==> src/rtl/fetch_unit_pkg.sv <==
// Shared constants and IF/ID payload type for the WISC fetch stage.
package fetch_unit_pkg;

   localparam int unsigned N = 16;

   localparam logic [N-1:0] RESET_PC  = 16'h0000;
   localparam logic [N-1:0] NOP_INSTR = 16'h0800;

   // One fetched instruction together with its address and link value.
   typedef struct packed {
      logic [N-1:0] instr;
      logic [N-1:0] pc;
      logic [N-1:0] pc_plus2;
   } ifid_t;

   // Instructions are halfword aligned; bit 0 of any target is dropped.
   function automatic logic [N-1:0] align_pc(input logic [N-1:0] addr);
      return addr & {{(N-1){1'b1}}, 1'b0};
   endfunction

endpackage

==> src/rtl/cla_16b.sv <==
// 16-bit adder: 4-bit groups with lookahead between groups, ripple inside a group.
// Result is modulo 2^16; no carry out is produced.
module cla_16b (
   input  logic [15:0] a_i,
   input  logic [15:0] b_i,
   input  logic        cin_i,
   output logic [15:0] sum_o
);

   logic [14:0] g;
   logic [15:0] p;
   logic [15:0] c;
   logic [2:0]  grp_g;
   logic [2:0]  grp_p;
   logic [3:0]  gc;

   assign g = a_i[14:0] & b_i[14:0];
   assign p = a_i ^ b_i;

   // Group generate/propagate, inter-group lookahead, then per-bit carries.
   always_comb begin
      grp_g = '0;
      grp_p = '0;
      gc    = '0;
      c     = '0;
      for (int k = 0; k < 3; k++) begin
         grp_g[k] = g[4*k+3]
                  | (p[4*k+3] & g[4*k+2])
                  | (p[4*k+3] & p[4*k+2] & g[4*k+1])
                  | (p[4*k+3] & p[4*k+2] & p[4*k+1] & g[4*k]);
         grp_p[k] = &p[4*k +: 4];
      end
      gc[0] = cin_i;
      for (int k = 0; k < 3; k++) begin
         gc[k+1] = grp_g[k] | (grp_p[k] & gc[k]);
      end
      for (int i = 0; i < 16; i++) begin
         if ((i % 4) == 0) c[i] = gc[i/4];
         else              c[i] = g[i-1] | (p[i-1] & c[i-1]);
      end
   end

   assign sum_o = p ^ c;

endmodule

==> src/rtl/fetch_unit.sv <==
// WISC instruction fetch: PC, multi-cycle imem handshake, skid buffer, IF/ID register.
module fetch_unit
   import fetch_unit_pkg::*;
(
   input  logic         clk,
   input  logic         rst,
   input  logic         redirect_en,
   input  logic [N-1:0] redirect_pc,
   input  logic         id_stall,
   input  logic         halt,
   output logic         imem_rd,
   output logic [N-1:0] imem_addr,
   input  logic [N-1:0] imem_data,
   input  logic         imem_done,
   output logic [N-1:0] if_instr,
   output logic [N-1:0] if_pc,
   output logic [N-1:0] if_pc_plus2,
   output logic         if_valid,
   output logic         halted,
   output logic         err
);

   typedef enum logic [2:0] {
      S_REQ    = 3'd0,
      S_WAIT   = 3'd1,
      S_HOLD   = 3'd2,
      S_DRAIN  = 3'd3,
      S_HALTED = 3'd4
   } state_e;

   state_e       state_q, state_d;
   logic [N-1:0] pc_q, pc_d;
   logic [N-1:0] addr_q, addr_d;
   ifid_t        ifid_q, ifid_d;
   logic         valid_q, valid_d;
   ifid_t        skid_q, skid_d;
   logic         halt_pend_q, halt_pend_d;
   logic         halted_q, halted_d;
   logic         err_q, err_d;

   logic [N-1:0] pc_plus2;
   logic         redirect_ok;
   logic         halt_ok;
   logic         miss_in_flight;

   cla_16b u_pc_add (
      .a_i   (pc_q),
      .b_i   (16'h0002),
      .cin_i (1'b0),
      .sum_o (pc_plus2)
   );

   assign redirect_ok    = redirect_en && (state_q != S_HALTED);
   assign halt_ok        = halt && !redirect_en && (state_q != S_HALTED);
   assign miss_in_flight = (state_q == S_WAIT) && !imem_done;

   // State and pipeline registers, synchronous reset.
   always_ff @(posedge clk) begin
      if (rst) begin
         state_q     <= S_REQ;
         pc_q        <= RESET_PC;
         addr_q      <= RESET_PC;
         ifid_q      <= {NOP_INSTR, N'(0), N'(0)};
         valid_q     <= 1'b0;
         skid_q      <= '0;
         halt_pend_q <= 1'b0;
         halted_q    <= 1'b0;
         err_q       <= 1'b0;
      end else begin
         state_q     <= state_d;
         pc_q        <= pc_d;
         addr_q      <= addr_d;
         ifid_q      <= ifid_d;
         valid_q     <= valid_d;
         skid_q      <= skid_d;
         halt_pend_q <= halt_pend_d;
         halted_q    <= halted_d;
         err_q       <= err_d;
      end
   end

   // Next-state, PC, IF/ID and skid update.
   always_comb begin
      state_d     = state_q;
      pc_d        = pc_q;
      addr_d      = addr_q;
      ifid_d      = ifid_q;
      valid_d     = valid_q;
      skid_d      = skid_q;
      halt_pend_d = halt_pend_q;
      halted_d    = halted_q;
      err_d       = err_q;

      // Remember the address a read was issued at, for draining after a redirect.
      if ((state_q == S_REQ) || (state_q == S_WAIT)) addr_d = pc_q;

      // Decode consumed the instruction and nothing new arrives: bubble.
      if (!id_stall) begin
         valid_d      = 1'b0;
         ifid_d.instr = NOP_INSTR;
      end

      if (redirect_ok || halt_ok) begin
         valid_d      = 1'b0;
         ifid_d.instr = NOP_INSTR;
      end

      if (redirect_ok) begin
         pc_d  = align_pc(redirect_pc);
         err_d = err_q | redirect_pc[0];
      end

      case (state_q)
         S_REQ, S_WAIT: begin
            if (redirect_ok) begin
               state_d = miss_in_flight ? S_DRAIN : S_REQ;
            end else if (halt_ok) begin
               if (miss_in_flight) begin
                  state_d     = S_DRAIN;
                  halt_pend_d = 1'b1;
               end else begin
                  state_d  = S_HALTED;
                  halted_d = 1'b1;
               end
            end else if (imem_done) begin
               pc_d = pc_plus2;
               if (!id_stall || !valid_q) begin
                  ifid_d  = {imem_data, pc_q, pc_plus2};
                  valid_d = 1'b1;
                  state_d = S_REQ;
               end else begin
                  skid_d  = {imem_data, pc_q, pc_plus2};
                  state_d = S_HOLD;
               end
            end else begin
               state_d = S_WAIT;
            end
         end
         S_HOLD: begin
            if (redirect_ok) begin
               state_d = S_REQ;
            end else if (halt_ok) begin
               state_d  = S_HALTED;
               halted_d = 1'b1;
            end else if (!id_stall) begin
               ifid_d  = skid_q;
               valid_d = 1'b1;
               state_d = S_REQ;
            end
         end
         S_DRAIN: begin
            // A later redirect proves any pending halt was wrong-path.
            if (redirect_ok)  halt_pend_d = 1'b0;
            else if (halt_ok) halt_pend_d = 1'b1;
            if (imem_done) begin
               if (halt_pend_d) begin
                  state_d  = S_HALTED;
                  halted_d = 1'b1;
               end else begin
                  state_d = S_REQ;
               end
               halt_pend_d = 1'b0;
            end
         end
         S_HALTED: begin
         end
         default: begin
            state_d = S_REQ;
         end
      endcase
   end

   // Memory request: in DRAIN the stale address must stay on the bus.
   assign imem_rd   = !rst && ((state_q == S_REQ) || (state_q == S_WAIT) || (state_q == S_DRAIN));
   assign imem_addr = (state_q == S_DRAIN) ? addr_q : pc_q;

   assign if_instr    = ifid_q.instr;
   assign if_pc       = ifid_q.pc;
   assign if_pc_plus2 = ifid_q.pc_plus2;
   assign if_valid    = valid_q;
   assign halted      = halted_q;
   assign err         = err_q;

endmodule

==> config.mk <==
export PLATFORM = sky130hd
export DESIGN_NAME = fetch_unit
export DESIGN_NICKNAME = d
export VERILOG_FILES = /design/src/rtl/fetch_unit_pkg.sv /design/src/rtl/cla_16b.sv /design/src/rtl/fetch_unit.sv
export SDC_FILE = /design/constraint.sdc
export NUM_CORES = 1
export LEC_CHECK = 0
export ABC_CLOCK_PERIOD_IN_PS = 3700
export CAP_MARGIN = 20
export CORE_ASPECT_RATIO = 0.7
export CORE_UTILIZATION = 50
export DETAILED_ROUTE_END_ITERATION = 7
export PLACE_DENSITY = 0.76
export SYNTH_ARGS = -nofsm -noshare
export SYNTH_HDL_FRONTEND = slang
export SYNTH_HIERARCHICAL = 1
export SYNTH_SLANG_ARGS = --single-unit
export TNS_END_PERCENT = 30
==> constraint.sdc <==
create_clock -name clk -period 3.7 [get_ports clk]
set_input_delay 1.11 -clock clk [delete_from_list [all_inputs] [get_ports clk]]
set_output_delay 1.11 -clock clk [all_outputs]
set_load 0.02 [all_outputs]
Yosys cells after proc, flatten, opt, wreduce, memory -nomap -nowiden
Index checks and enable logic that the tools add are counted.
{"block": "classes", "mux": 54, "bitwise": 21, "reduce_logical": 26, "n_eq_ne": 19}
{"op": "48-bit two-way mux", "n": 7}
{"op": "16-bit two-way mux", "n": 8}
{"op": "48-bit case mux with 2 select lines", "n": 1}
{"op": "3-bit two-way mux", "n": 9}
{"op": "2-bit inequality test, second input constant", "n": 13}
{"op": "1-bit two-way mux", "n": 23}
{"op": "8-bit AND reduction", "n": 2}
{"op": "16-bit bitwise XOR", "n": 1}
{"op": "1-bit AND", "n": 14}
{"op": "3-bit case mux with 4 select lines", "n": 1}
{"op": "4-bit AND reduction", "n": 3}
{"op": "3-bit by 2-bit == test with 1-bit output, second input constant", "n": 2}
{"op": "1-bit logical AND", "n": 5}
{"op": "1-bit zero test", "n": 5}
{"op": "1-bit NOT", "n": 5}
{"op": "5-bit AND reduction", "n": 1}
{"op": "1-bit logical OR", "n": 4}
{"op": "2-bit two-way mux", "n": 2}
{"op": "4-bit inequality test, second input constant", "n": 1}
{"op": "1-bit case mux with 2 select lines", "n": 2}
{"op": "2-bit nonzero test", "n": 2}
{"op": "3-bit by 1-bit == test with 1-bit output, second input constant", "n": 1}
{"op": "3-bit == test, second input constant", "n": 1}
{"op": "3-bit zero test", "n": 1}
{"op": "6 further kinds", "n": 6}
{"block": "totals", "register_bits": 135, "inputBits": 38, "elab_cells": 133}

Longest topological paths before layout
{"block": "logic_depth", "word_depth": 13, "mapped_depth": 12, "ltp_nobuf": 12}

Modules after synthesis
Netlist, hierarchy kept.
{"module": "fetch_unit", "area_per_inst_um2": 5989.5, "cells_each": 671, "n_inst": 1, "seq_area_each_um2": 2702.6}
{"module": "cla_16b", "area_per_inst_um2": 604.3, "cells_each": 62, "n_inst": 1, "seq_area_each_um2": 0.0}

Worst setup path after synthesis
No wires, ideal clock.
{"block": "synth_path", "kind": "input -> output", "start": "in rst", "end": "out imem_rd", "t_arrival_ns": 2.028, "path_stages": 4, "path_slack_ns": 0.562, "path_cell_list": "clkbuf_1 clkbuf_1 clkbuf_1 a21oi_1"}
{"block": "synth_between", "elab_chain_len": 2}
{"element": "start, declared", "line": "fetch_unit.sv:6", "rtl": "input logic rst,"}
{"element": "1-bit zero test", "line": "fetch_unit.sv:174", "rtl": "assign imem_rd = !rst && ((state_q == S_REQ) || (state_q == S_WAIT) || (state_q == S_DRAIN));"}
{"element": "1-bit logical AND", "line": "fetch_unit.sv:174"}
{"element": "end, declared", "line": "fetch_unit.sv:11", "rtl": "output logic imem_rd,"}
Every way passes these cells.

Final worst setup path
{"block": "layout_path", "start": "reg state_q[2]", "end": "out imem_addr[1]"}
{"block": "layout_between", "elab_chain_len": 2}
{"element": "start, declared", "line": "fetch_unit.sv:31", "rtl": "state_e state_q, state_d;"}
{"element": "start signal, assigned", "line": "fetch_unit.sv:70", "rtl": "state_q <= state_d;"}
{"element": "3-bit by 2-bit == test with 1-bit output", "line": "fetch_unit.sv:175", "rtl": "assign imem_addr = (state_q == S_DRAIN) ? addr_q : pc_q;"}
{"element": "16-bit two-way mux", "line": "fetch_unit.sv:175"}
{"element": "end, declared", "line": "fetch_unit.sv:12", "rtl": "output logic [N-1:0] imem_addr,"}
Every way passes these cells.

==> flow_metrics.py <==
metrics = {
    "status": {
        "status": "complete, but fails checks",
        "violations": "DRC",
    },
    "grt": {
        "grt_overflow": 0,
        "antenna_found_initial": 0,
        "first_global_vias": 6023,
        "grt_use_total_pct": 29.1,
        "grt_max_degree": 50,
        "grt_pass1_wl_um": 31100,
    },
    "clock_tree": {
        "clk_pin_slew_ps": 60,
        "insertion_delay_ps": 410,
        "cts_root_buf": "clkbuf_16",
        "cts_sinks": 135,
        "clock_path_buffers": 2,
        "postCtsSetupBuffers": 0,
        "cts_max_level": 4,
        "ctsHoldBuffers": 0,
        "cts_made_buffers": 17,
        "cts_tree": "done",
        "cts_resized": 0,
    },
    "setup_path": {
        "cp-start-kind": "flip-flop",
        "critPathKind": "flip-flop to output pin",
        "crit_buf_inv": 2,
        "crit_chain": "nand3b_1 > buf_4 > mux2_2 > clkdlybuf4s50_1",
        "crit_path_end": "imem_addr[1]",
        "worstPathArrival_ps": 2500,
        "crit_path_start": "state_q[2]",
        "cp_slowest_stage_delay_ps": 630,
        "cp-end-kind": "output pin",
        "worst_r2r_startpoint": "pc_q[2]",
        "r2r-end": "pc_q[15]",
        "r2r_slack_ps": 320,
        "r2r_cells": 12,
        "critPathTopFamily": "buffers and inverters",
        "slowest_stage": "dfxtp_1",
        "cp_max_fo": 18,
        "path_depth": 4,
        "worstPathRequired_ps": 2590,
    },
    "synth": {
        "synth-adder-area-share_pct": 5.92,
        "yosys.area_share.simple_pct": 13.9,
        "syn_area_um2": 6590,
        "synthDistinctLibCells": 60,
        "muxShareOfSynthArea_pct": 10.3,
        "ys_seq_elements": 135,
        "synth_ff_type": "dfxtp_1",
        "syn_inst": 733,
        "synth-compound-area-share_pct": 20.1,
        "synthArstFlopShare_pct": 0,
        "synth_top_family_by_area": "compound AO/OA/AOI/OAI gates",
        "yosysSeqAreaShare_pct": 41.0,
        "yosys_warnings": 6,
        "synth_edf_count": 0,
        "avgSynthCellArea_um2": 9.00,
        "synthXorXnorAreaFrac_pct": 0.664,
    },
    "detailed_routing": {
        "drtPass1Iterations": 8,
        "postRouteAntennaNets": 0,
        "drt_iter0_markers": 648,
        "drc_errors": 6,
        "wire_per_inst_um": 19.5,
        "vias": 6283,
        "vias_per_cell": 6.17,
        "wirelength_um": 19800,
    },
    "floorplanning": {
        "top_level_ports": 106,
        "die_y_um": 98.1,
        "dieWidth_um": 139,
        "die_area_um2": 13700,
        "coreArea_um2": 12600,
        "start_util_pct": 52.2,
        "num_rows": 34,
    },
    "final_layout": {
        "drive_above_1_share_pct": 10.4,
        "finalNonFillerCells": 1019,
        "final_area_um2": 8510,
        "syn_to_final_growth_pct": 29.1,
        "finalNetCount": 906,
        "final_util_pct": 67.4,
        "num_antenna_cells": 0,
        "num-fill-cells": 960,
    },
    "placed_design": {
        "dp_hpwl_um": 13200,
        "dp_cells": 987,
        "routabilityCongestion": 0.890,
        "io_buffers": 105,
        "placed_area_um2": 7900,
    },
    "sta": {
        "period_minus_slack_ps": 3610,
        "hold_viol": 0,
        "tightest_slew_ps": 834,
        "timing.setup.tns_ps": 0,
        "rsz0062_at_grt": "no",
        "max_freq_mhz": 277,
        "slew_headroom_pct": 44.4,
        "setup_viol_count_final": 0,
        "fin_crit_sh_pct": 97.6,
        "hold_slack_ps": 455,
        "drv_slew": 0,
        "skew_ps": 9.99,
    },
    "pwr": {
        "leakagePower_nw": 3.01,
        "pwr_density_cell_nw_per_um2": 485,
        "peakVddDrop_uv": 392,
    },
    "min_path": {
        "min_path_type": "flip-flop to flip-flop",
    },
    "run": {
        "cap_violations": 0,
    },
}
## worst reg2reg max path, stage by stage, from the launching register on
cell and delay (ps):
dfxtp_1 370, ha_1 340, a21oi_1 150, nor2b_1 70, o31ai_1 240, nor4b_2 240
nor2_1 80, fa_1 380, fa_1 400, fa_1 390, xnor2_1 260, nand3_1 110
a311oi_1 270
## stage by stage
stage	power, W	worst slack, ps
final	0.00412	87.8
after global routing	0.00427	31.0
after CTS	0.00411	132
after detailed placement	0.00238	339
after global placement	0.00236	419
after floorplan	0.00207	562
## routing by layer
| metal | up-vias | GRT usage (%) | share of wire (%) |
|---|---|---|---|
| met5 | - | 0 | 0 |
| met4 | 0 | 9.74 | 1.6 |
| met3 | 30 | 8.29 | 12 |
| met2 | 352 | 45.1 | 44 |
| met1 | 3042 | 38.9 | 43 |
| li1 | 2859 | - | - |
## synthesized netlist by cell type, types with 7 or more instances
master    number  area [um^2]
a31oi_1        7         43.8
nand2_1      122          458
o21ai_0       16         80.1
a311oi_1      14          123
clkbuf_1      53          199
o32ai_1       45          394
a32oi_1       39          342
a21oi_1       30          150
fa_1          12          240
nand3_1       27          135
inv_1         61          229
ha_1          12          150
nor3_1        16         80.1
mux2i_1       49          490
dfxtp_1      135         2700
mux2_2        17          191
nor2_1         8         30.0
## sequential cells by signal, indices dropped and copies added, names as in the netlist, 3 cells and up
signal / cells
pc_q: 16
state_q: 3
if_pc: 16
if_pc_plus2: 16
if_instr: 16
addr_q: 16
skid_q: 48
## worst min-delay path by stage
stage                     from  depth (start not counted)    endpoint
floorplan            addr_q[0]                          2   addr_q[0]
global placement    addr_q[12]                          2  addr_q[12]
detailed placement  addr_q[14]                          2  addr_q[14]
CTS                 addr_q[14]                          2  addr_q[14]
global route        skid_q[10]                          2  skid_q[10]
finish               addr_q[7]                          2   addr_q[7]
## cell type report
cell class | instances | area (um^2) | share of cell area (%)
multi-input cells | 494 | 3480 | 40.9
well taps | 162 | 203 | 2.38
clock inverters | 12 | 150 | 1.76
clock buffers | 20 | 457 | 5.37
inverters | 63 | 236 | 2.78
repair buffers | 133 | 1280 | 15.1
flip-flops and latches | 135 | 2700 | 31.8
## cells in the final DEF, fill, tap and decap left out, drive strengths merged, types with 16 or more instances in the layout
cell type / n
buf: 29
o21ai: 17
dfxtp: 135
conb: 27
o32ai: 45
clkdlybuf4s50: 104
a21oi: 30
inv: 64
mux2i: 49
clkbuf: 20
a32oi: 39
nand2: 122
nand3: 27
nor3: 16
mux2: 17
## power by group
part | switching, W | internal, W
clock network | 0.000642 | 0.00109
logic | 0.000465 | 0.000327
registers | 0.0000764 | 0.00152
total | 0.00118 | 0.00294
## logic make-up (layout without fill, tap and decap cells)
group | after synthesis | count (layout)
buffers and inverters | 129 | 228
AOI/OAI and AO/OA | 172 | 172
muxes | 66 | 66
DFF | 135 | 135
xor gates and xnor gates | 5 | 5
and+or+nand+nor | 200 | 200
adders and majority gates | 24 | 24
other | 2 | 27
No activity file was read; power rests on OpenSTA's default activity.
